File: src/rtl/regfile_sb_if.sv
// Register file bundle: two read ports, one writeback port,
// plus issue/flush scoreboard control and the pending count.
interface regfile_sb_if #(
    parameter int XLEN = 64,
    parameter int NREG = 32,
    parameter int AW   = $clog2(NREG)
) ();
    logic [AW-1:0]   rs1;
    logic [AW-1:0]   rs2;
    logic [XLEN-1:0] data1;
    logic [XLEN-1:0] data2;
    logic            busy1;
    logic            busy2;
    logic            we_reg;
    logic [AW-1:0]   rd;
    logic [XLEN-1:0] dataW;
    logic            issue;
    logic [AW-1:0]   issue_rd;
    logic            flush;
    logic [AW:0]     busy_cnt;

    modport master (
        output rs1,
        output rs2,
        output we_reg,
        output rd,
        output dataW,
        output issue,
        output issue_rd,
        output flush,
        input  data1,
        input  data2,
        input  busy1,
        input  busy2,
        input  busy_cnt
    );

    modport slave (
        input  rs1,
        input  rs2,
        input  we_reg,
        input  rd,
        input  dataW,
        input  issue,
        input  issue_rd,
        input  flush,
        output data1,
        output data2,
        output busy1,
        output busy2,
        output busy_cnt
    );
endinterface

File: src/rtl/regfile_sb.sv
// Integer register file with write-through bypass and a per-register
// pending scoreboard; x0 is hardwired to zero and never pending.
module regfile_sb #(
    parameter int XLEN = 64,
    parameter int NREG = 32,
    parameter int AW   = $clog2(NREG)
) (
    input  logic       clk,
    input  logic       rst,
    regfile_sb_if.slave bus
);

    logic [XLEN-1:0] regs [NREG];
    logic [NREG-1:0] busy;
    logic [NREG-1:0] busy_n;
    logic [AW:0]     busy_cnt;
    logic [AW:0]     cnt_n;
    logic            wr_en;
    logic            set_en;

    assign wr_en  = bus.we_reg && (bus.rd != '0);
    assign set_en = bus.issue && (bus.issue_rd != '0);

    always_comb begin
        bus.data1 = regs[bus.rs1];
        if (bus.rs1 == '0) begin
            bus.data1 = '0;
        end else if (wr_en && (bus.rd == bus.rs1)) begin
            bus.data1 = bus.dataW;
        end
    end

    always_comb begin
        bus.data2 = regs[bus.rs2];
        if (bus.rs2 == '0) begin
            bus.data2 = '0;
        end else if (wr_en && (bus.rd == bus.rs2)) begin
            bus.data2 = bus.dataW;
        end
    end

    // An in-flight issue outranks a same-cycle writeback in the view.
    always_comb begin
        bus.busy1 = busy[bus.rs1];
        if (bus.rs1 == '0) begin
            bus.busy1 = 1'b0;
        end else if (bus.issue && (bus.issue_rd == bus.rs1)) begin
            bus.busy1 = 1'b1;
        end else if (bus.we_reg && (bus.rd == bus.rs1)) begin
            bus.busy1 = 1'b0;
        end
    end

    always_comb begin
        bus.busy2 = busy[bus.rs2];
        if (bus.rs2 == '0) begin
            bus.busy2 = 1'b0;
        end else if (bus.issue && (bus.issue_rd == bus.rs2)) begin
            bus.busy2 = 1'b1;
        end else if (bus.we_reg && (bus.rd == bus.rs2)) begin
            bus.busy2 = 1'b0;
        end
    end

    // Clear before set so a same-register issue keeps the mark.
    always_comb begin
        busy_n = busy;
        if (bus.flush) begin
            busy_n = '0;
        end else begin
            if (wr_en) begin
                busy_n[bus.rd] = 1'b0;
            end
            if (set_en) begin
                busy_n[bus.issue_rd] = 1'b1;
            end
        end
        busy_n[0] = 1'b0;
    end

    always_comb begin
        cnt_n = '0;
        for (int i = 0; i < NREG; i++) begin
            cnt_n = cnt_n + (AW+1)'(busy_n[i]);
        end
    end

    always_ff @(posedge clk) begin
        if (!rst) begin
            busy     <= '0;
            busy_cnt <= '0;
            for (int i = 0; i < NREG; i++) begin
                regs[i] <= '0;
            end
        end else begin
            busy     <= busy_n;
            busy_cnt <= cnt_n;
            if (wr_en) begin
                regs[bus.rd] <= bus.dataW;
            end
        end
    end

    assign bus.busy_cnt = busy_cnt;

    a_x0_idle: assert property (
        @(posedge clk) disable iff (!rst) busy[0] == 1'b0
    );

    a_cnt_pop: assert property (
        @(posedge clk) disable iff (!rst)
        busy_cnt == (AW+1)'($countones(busy))
    );

    a_cnt_max: assert property (
        @(posedge clk) disable iff (!rst)
        busy_cnt <= (AW+1)'(NREG - 1)
    );

endmodule

File: src/flat_wrapper.sv
// flat-port wrapper written by rule: the top's interface ports become plain ports
module regfile_sb_flat 
#(
    parameter int XLEN = 64,
    parameter int NREG = 32,
    parameter int AW   = $clog2(NREG)
)
  (clk, rst, bus_rs1, bus_rs2, bus_we_reg, bus_rd, bus_dataW, bus_issue, bus_issue_rd, bus_flush, bus_data1, bus_data2, bus_busy1, bus_busy2, bus_busy_cnt);
  regfile_sb_if #(.XLEN(XLEN), .NREG(NREG), .AW(AW)) bus_i ();
  input  logic clk;
  input  logic rst;
  input wire logic [$bits(bus_i.rs1)-1:0] bus_rs1;
  input wire logic [$bits(bus_i.rs2)-1:0] bus_rs2;
  input wire logic [$bits(bus_i.we_reg)-1:0] bus_we_reg;
  input wire logic [$bits(bus_i.rd)-1:0] bus_rd;
  input wire logic [$bits(bus_i.dataW)-1:0] bus_dataW;
  input wire logic [$bits(bus_i.issue)-1:0] bus_issue;
  input wire logic [$bits(bus_i.issue_rd)-1:0] bus_issue_rd;
  input wire logic [$bits(bus_i.flush)-1:0] bus_flush;
  output wire logic [$bits(bus_i.data1)-1:0] bus_data1;
  output wire logic [$bits(bus_i.data2)-1:0] bus_data2;
  output wire logic [$bits(bus_i.busy1)-1:0] bus_busy1;
  output wire logic [$bits(bus_i.busy2)-1:0] bus_busy2;
  output wire logic [$bits(bus_i.busy_cnt)-1:0] bus_busy_cnt;
  assign bus_i.rs1 = bus_rs1;
  assign bus_i.rs2 = bus_rs2;
  assign bus_i.we_reg = bus_we_reg;
  assign bus_i.rd = bus_rd;
  assign bus_i.dataW = bus_dataW;
  assign bus_i.issue = bus_issue;
  assign bus_i.issue_rd = bus_issue_rd;
  assign bus_i.flush = bus_flush;
  assign bus_data1 = bus_i.data1;
  assign bus_data2 = bus_i.data2;
  assign bus_busy1 = bus_i.busy1;
  assign bus_busy2 = bus_i.busy2;
  assign bus_busy_cnt = bus_i.busy_cnt;
  regfile_sb #(.XLEN(XLEN), .NREG(NREG), .AW(AW)) u_core (.clk(clk), .rst(rst), .bus(bus_i));
endmodule
File: config.mk
export PLATFORM = sky130hd
export DESIGN_NAME = regfile_sb_flat
export DESIGN_NICKNAME = d
export VERILOG_FILES = /design/src/rtl/regfile_sb_if.sv /design/src/rtl/regfile_sb.sv /design/src/flat_wrapper.sv
export SDC_FILE = /design/constraint.sdc
export NUM_CORES = 2
export LEC_CHECK = 0
export CAP_MARGIN = 20
export CELL_PAD_IN_SITES_DETAIL_PLACEMENT = 1
export CELL_PAD_IN_SITES_GLOBAL_PLACEMENT = 2
export CORE_MARGIN = 10
export CORE_UTILIZATION = 25
export CTS_CLUSTER_DIAMETER = 40
export CTS_CLUSTER_SIZE = 25
export DETAILED_ROUTE_END_ITERATION = 10
export HOLD_SLACK_MARGIN = 0.12
export PLACE_DENSITY = 0.54
export SYNTH_ARGS = -nofsm -noshare
export SYNTH_HDL_FRONTEND = slang
export SYNTH_SLANG_ARGS = --single-unit
File: constraint.sdc
create_clock -name clk -period 8 [get_ports clk]
set_clock_uncertainty 0.1 [all_clocks]
set_input_delay 2 -clock clk [delete_from_list [all_inputs] [get_ports clk]]
set_output_delay 2 -clock clk [all_outputs]
set_load 0.005 [all_outputs]
==> summary.txt <==
Run status
  – Status: finished with violations
  – Violated checks: antenna violations

Synth
  – Synth top cells by count: edfxtp_1, and2_1, mux4_2, clkbuf_1, mux2i_1
  – Largest cells by area after synthesis: edfxtp_1, mux4_2, and2_1
  – EDFF count, synth: 2048
  – Post-synth top area share: 0.5506
  – Ys Warns: 0
  – Post-synthesis cell type count: 74
  – Register area share after synthesis: 0.5573
  – Async S/R FF share, synth: 0
  – Synth Flop Type: edfxtp_1
  – Synth area leader: edfxtp_1
  – Top-count cell post-synth: edfxtp_1
  – Cells after synthesis: 7531
  – Seq cells post-synth: 2085
  – Mapped cell area: 111700 um^2
  – Syn avg cell area: 14.83 um^2

Setup path
  – Slowest cell delay on critical path: 0.61 ns
  – Largest fanout on the critical path: 18
  – WP data required: 5.90 ns
  – Worst Setup Path Type: in -> out
  – CP arrival: 5.82 ns
  – Worst setup EP type: primary output
  – Startpoint Class: input port
  – Cells along the critical path: clkdlybuf4s50_1 > or3_1 > buf_4 > or3_1 > nor4b_4 > a21oi_4 > buf_4 > a32o_1 > clkdlybuf4s50_1
  – Critical path's slowest cell: clkdlybuf4s50_1

Drt
  – ANT nets after route: 1
  – Drt drc: 0
  – Wirelength per Cell: 38.58 um
  – Vias: 77.89k
  – Pre-antenna DRT Iters: 6
  – Routed Wire Length: 555300 um
  – Post-DR vias/cell: 5.412
  – Detailed Route Iter0 Violations: 9380

Worst hold path
  – Min-delay worst type: reg -> reg

Clock tree
  – Post_cts resized: 0
  – Clock Sinks: 2085
  – Longest Clk Path Bufs: 4
  – H-tree depth: 5
  – Worst-skew pair later-pin latency: 0.97 ns
  – Post-CTS setup buffer count: 0
  – CTS buffer count: 442
  – CTS tree: built
  – Cts hold-fix bufs: 0
  – Clk root buf: clkbuf_16
  – Clk slew on worst S/H paths: 0.04 ns

GRT
  – Initial antenna violation count: 57
  – Vias in the first global route: 81.48k
  – GR Util met1: 0.2909
  – Met3 usage in global routing: 0.04051
  – GRT overflow: 0
  – Overall Global Routing Usage: 0.2278
  – GR Layer Usage met2: 0.3824
  – First-pass GRT wire length: 743300 um
  – Pin count of the biggest net entering global routing: 76
  – GRT busiest layer: met2

Timing
  – Total negative setup slack: 0 ns
  – Slew Viols, Final: 0
  – RSZ-0062 raised after global routing: false
  – Max transition margin: 0.2117
  – Final hold violations: 0
  – Worst-Margin Slew: 1.180 ns
  – Tmin final: 7.921 ns
  – # setup viols final: 0
  – Period utilization: 0.9901
  – Min setup slack post-route: 0.07904 ns
  – Max Freq: 0.1262 GHz

Placement
  – GPL Wtd Cong: 0.8242
  – PortBufs: 224
  – Post-place setup slack: -0.1205 ns
  – DP Area: 124700 um^2
  – Detail Placement HPWL: 321800 um

Floorplan
  – IO Count: 225
  – Die width: 688.4 um
  – Row count: 245
  – Initial Utilization: 0.2509
  – Die footprint: 473900 um^2
  – Die height: 688.4 um
  – Core area: 445100 um^2

Flow run
  – Max-cap violations: 0

Power
  – Power per cell area: 258.4 nW/um^2
  – Maximum vdd ir drop: 0.1942 mV
  – Leak pwr: 0.04872 uW

Finish
  – NumNets Final: 8143
  – Post-route cell area: 140900 um^2
  – Fill cells: 46.11k
  – Util after Layout: 0.3165
  – Layout cells sized above 1: 0.2807
  – Area Growth Syn to Fin: 26.13%
## routing by layer
| metal | share of wire | up-vias |
|---|---|---|
| li1 | - | 30290 |
| met1 | 0.40 | 42420 |
| met2 | 0.48 | 4154 |
| met3 | 0.078 | 1021 |
| met4 | 0.044 | 4 |
| met5 | 0.000052 | - |
## cell type report
type	count	area, um^2	share of cell area
diodes	60	150.1	0.001066
clock buffers	510	11430	0.08114
clock inverters	316	4155	0.02950
inverters	35	138.9	0.0009859
multi-input cells	4667	46690	0.3315
flip-flops and latches	2085	62240	0.4418
well taps	5928	7417	0.05265
repair buffers	791	8643	0.06136
## worst max-delay path: cells and delay by family
family	cells	cell delay, ns
AOI/OAI and AO/OA	2	0.81
buffers and inverters	4	1.92
and+or+nand+nor	3	1.01
## cells by family after synthesis
kind of cell,Yosys count,share of synthesized area
muxes,1292,0.2222
xor gates and xnor gates,21,0.001647
and+or+nand+nor,2468,0.1312
other,1,0.00003358
adders and majority gates,32,0.005131
AOI/OAI and AO/OA,790,0.05001
buffers and inverters,842,0.03250
DFF,2085,0.5573
## per-stage QoR
step	hold WS [ns]	power [uW]	instances
after floorplan	0.4295	15040	7594
after global placement	0.5230	17050	13480
after detailed placement	0.5200	17130	13490
after CTS	0.5272	36620	14310
after global routing	0.5518	37330	14340
final	0.5237	36390	14390
## flip-flops by register name, summed over array words and instances (netlist names)
| name | count |
|---|---|
| u_core.busy | 31 |
| u_core.bus.busy_cnt | 6 |
| u_core.regs | 2048 |
## final timing paths
check | startpoint | to | slack [ns] | cells after the start
max | bus_rd[3] | bus_data1[4] | 0.08 | 9
min | u_core.busy[19] | u_core.busy[19] | 0.52 | 3
max reg2reg | u_core.busy[15] | u_core.bus.busy_cnt[4] | 2.58 | 19
min reg2reg | u_core.busy[19] | u_core.busy[19] | 0.52 | 3
## where the power goes
group	switching [uW]	internal, uW	leakage [uW]
combinational	2360	1640	0.0214
clock	6580	12900	0.00749
sequential	316	12600	0.0198
total	9250	27100	0.0487
## cells in the final DEF (no fill, tap or decap), types with 48 or more instances in the layout
master           netlist  final
clkinv_2               0     75
buf_12                 0    139
clkbuf_16              0    449
clkbuf_1             549     60
mux4_2               948    948
edfxtp_1            2048   2048
o211ai_1              48     48
nor2_1               163    131
a22oi_1               88     88
a221oi_1              52     52
clkinv_1               2     67
o21ai_0              118    105
o22ai_1              211    211
conb_1                 1     64
a211oi_1              81     81
mux2i_1              324    324
buf_4                 37    414
nand2_1              156    134
clkdlybuf4s50_1        0    209
diode_2                0     60
a32o_1                52     52
and2_1              1999   1999
bufinv_16              0     82
Note: power is estimated with default switching activity, not from simulation.
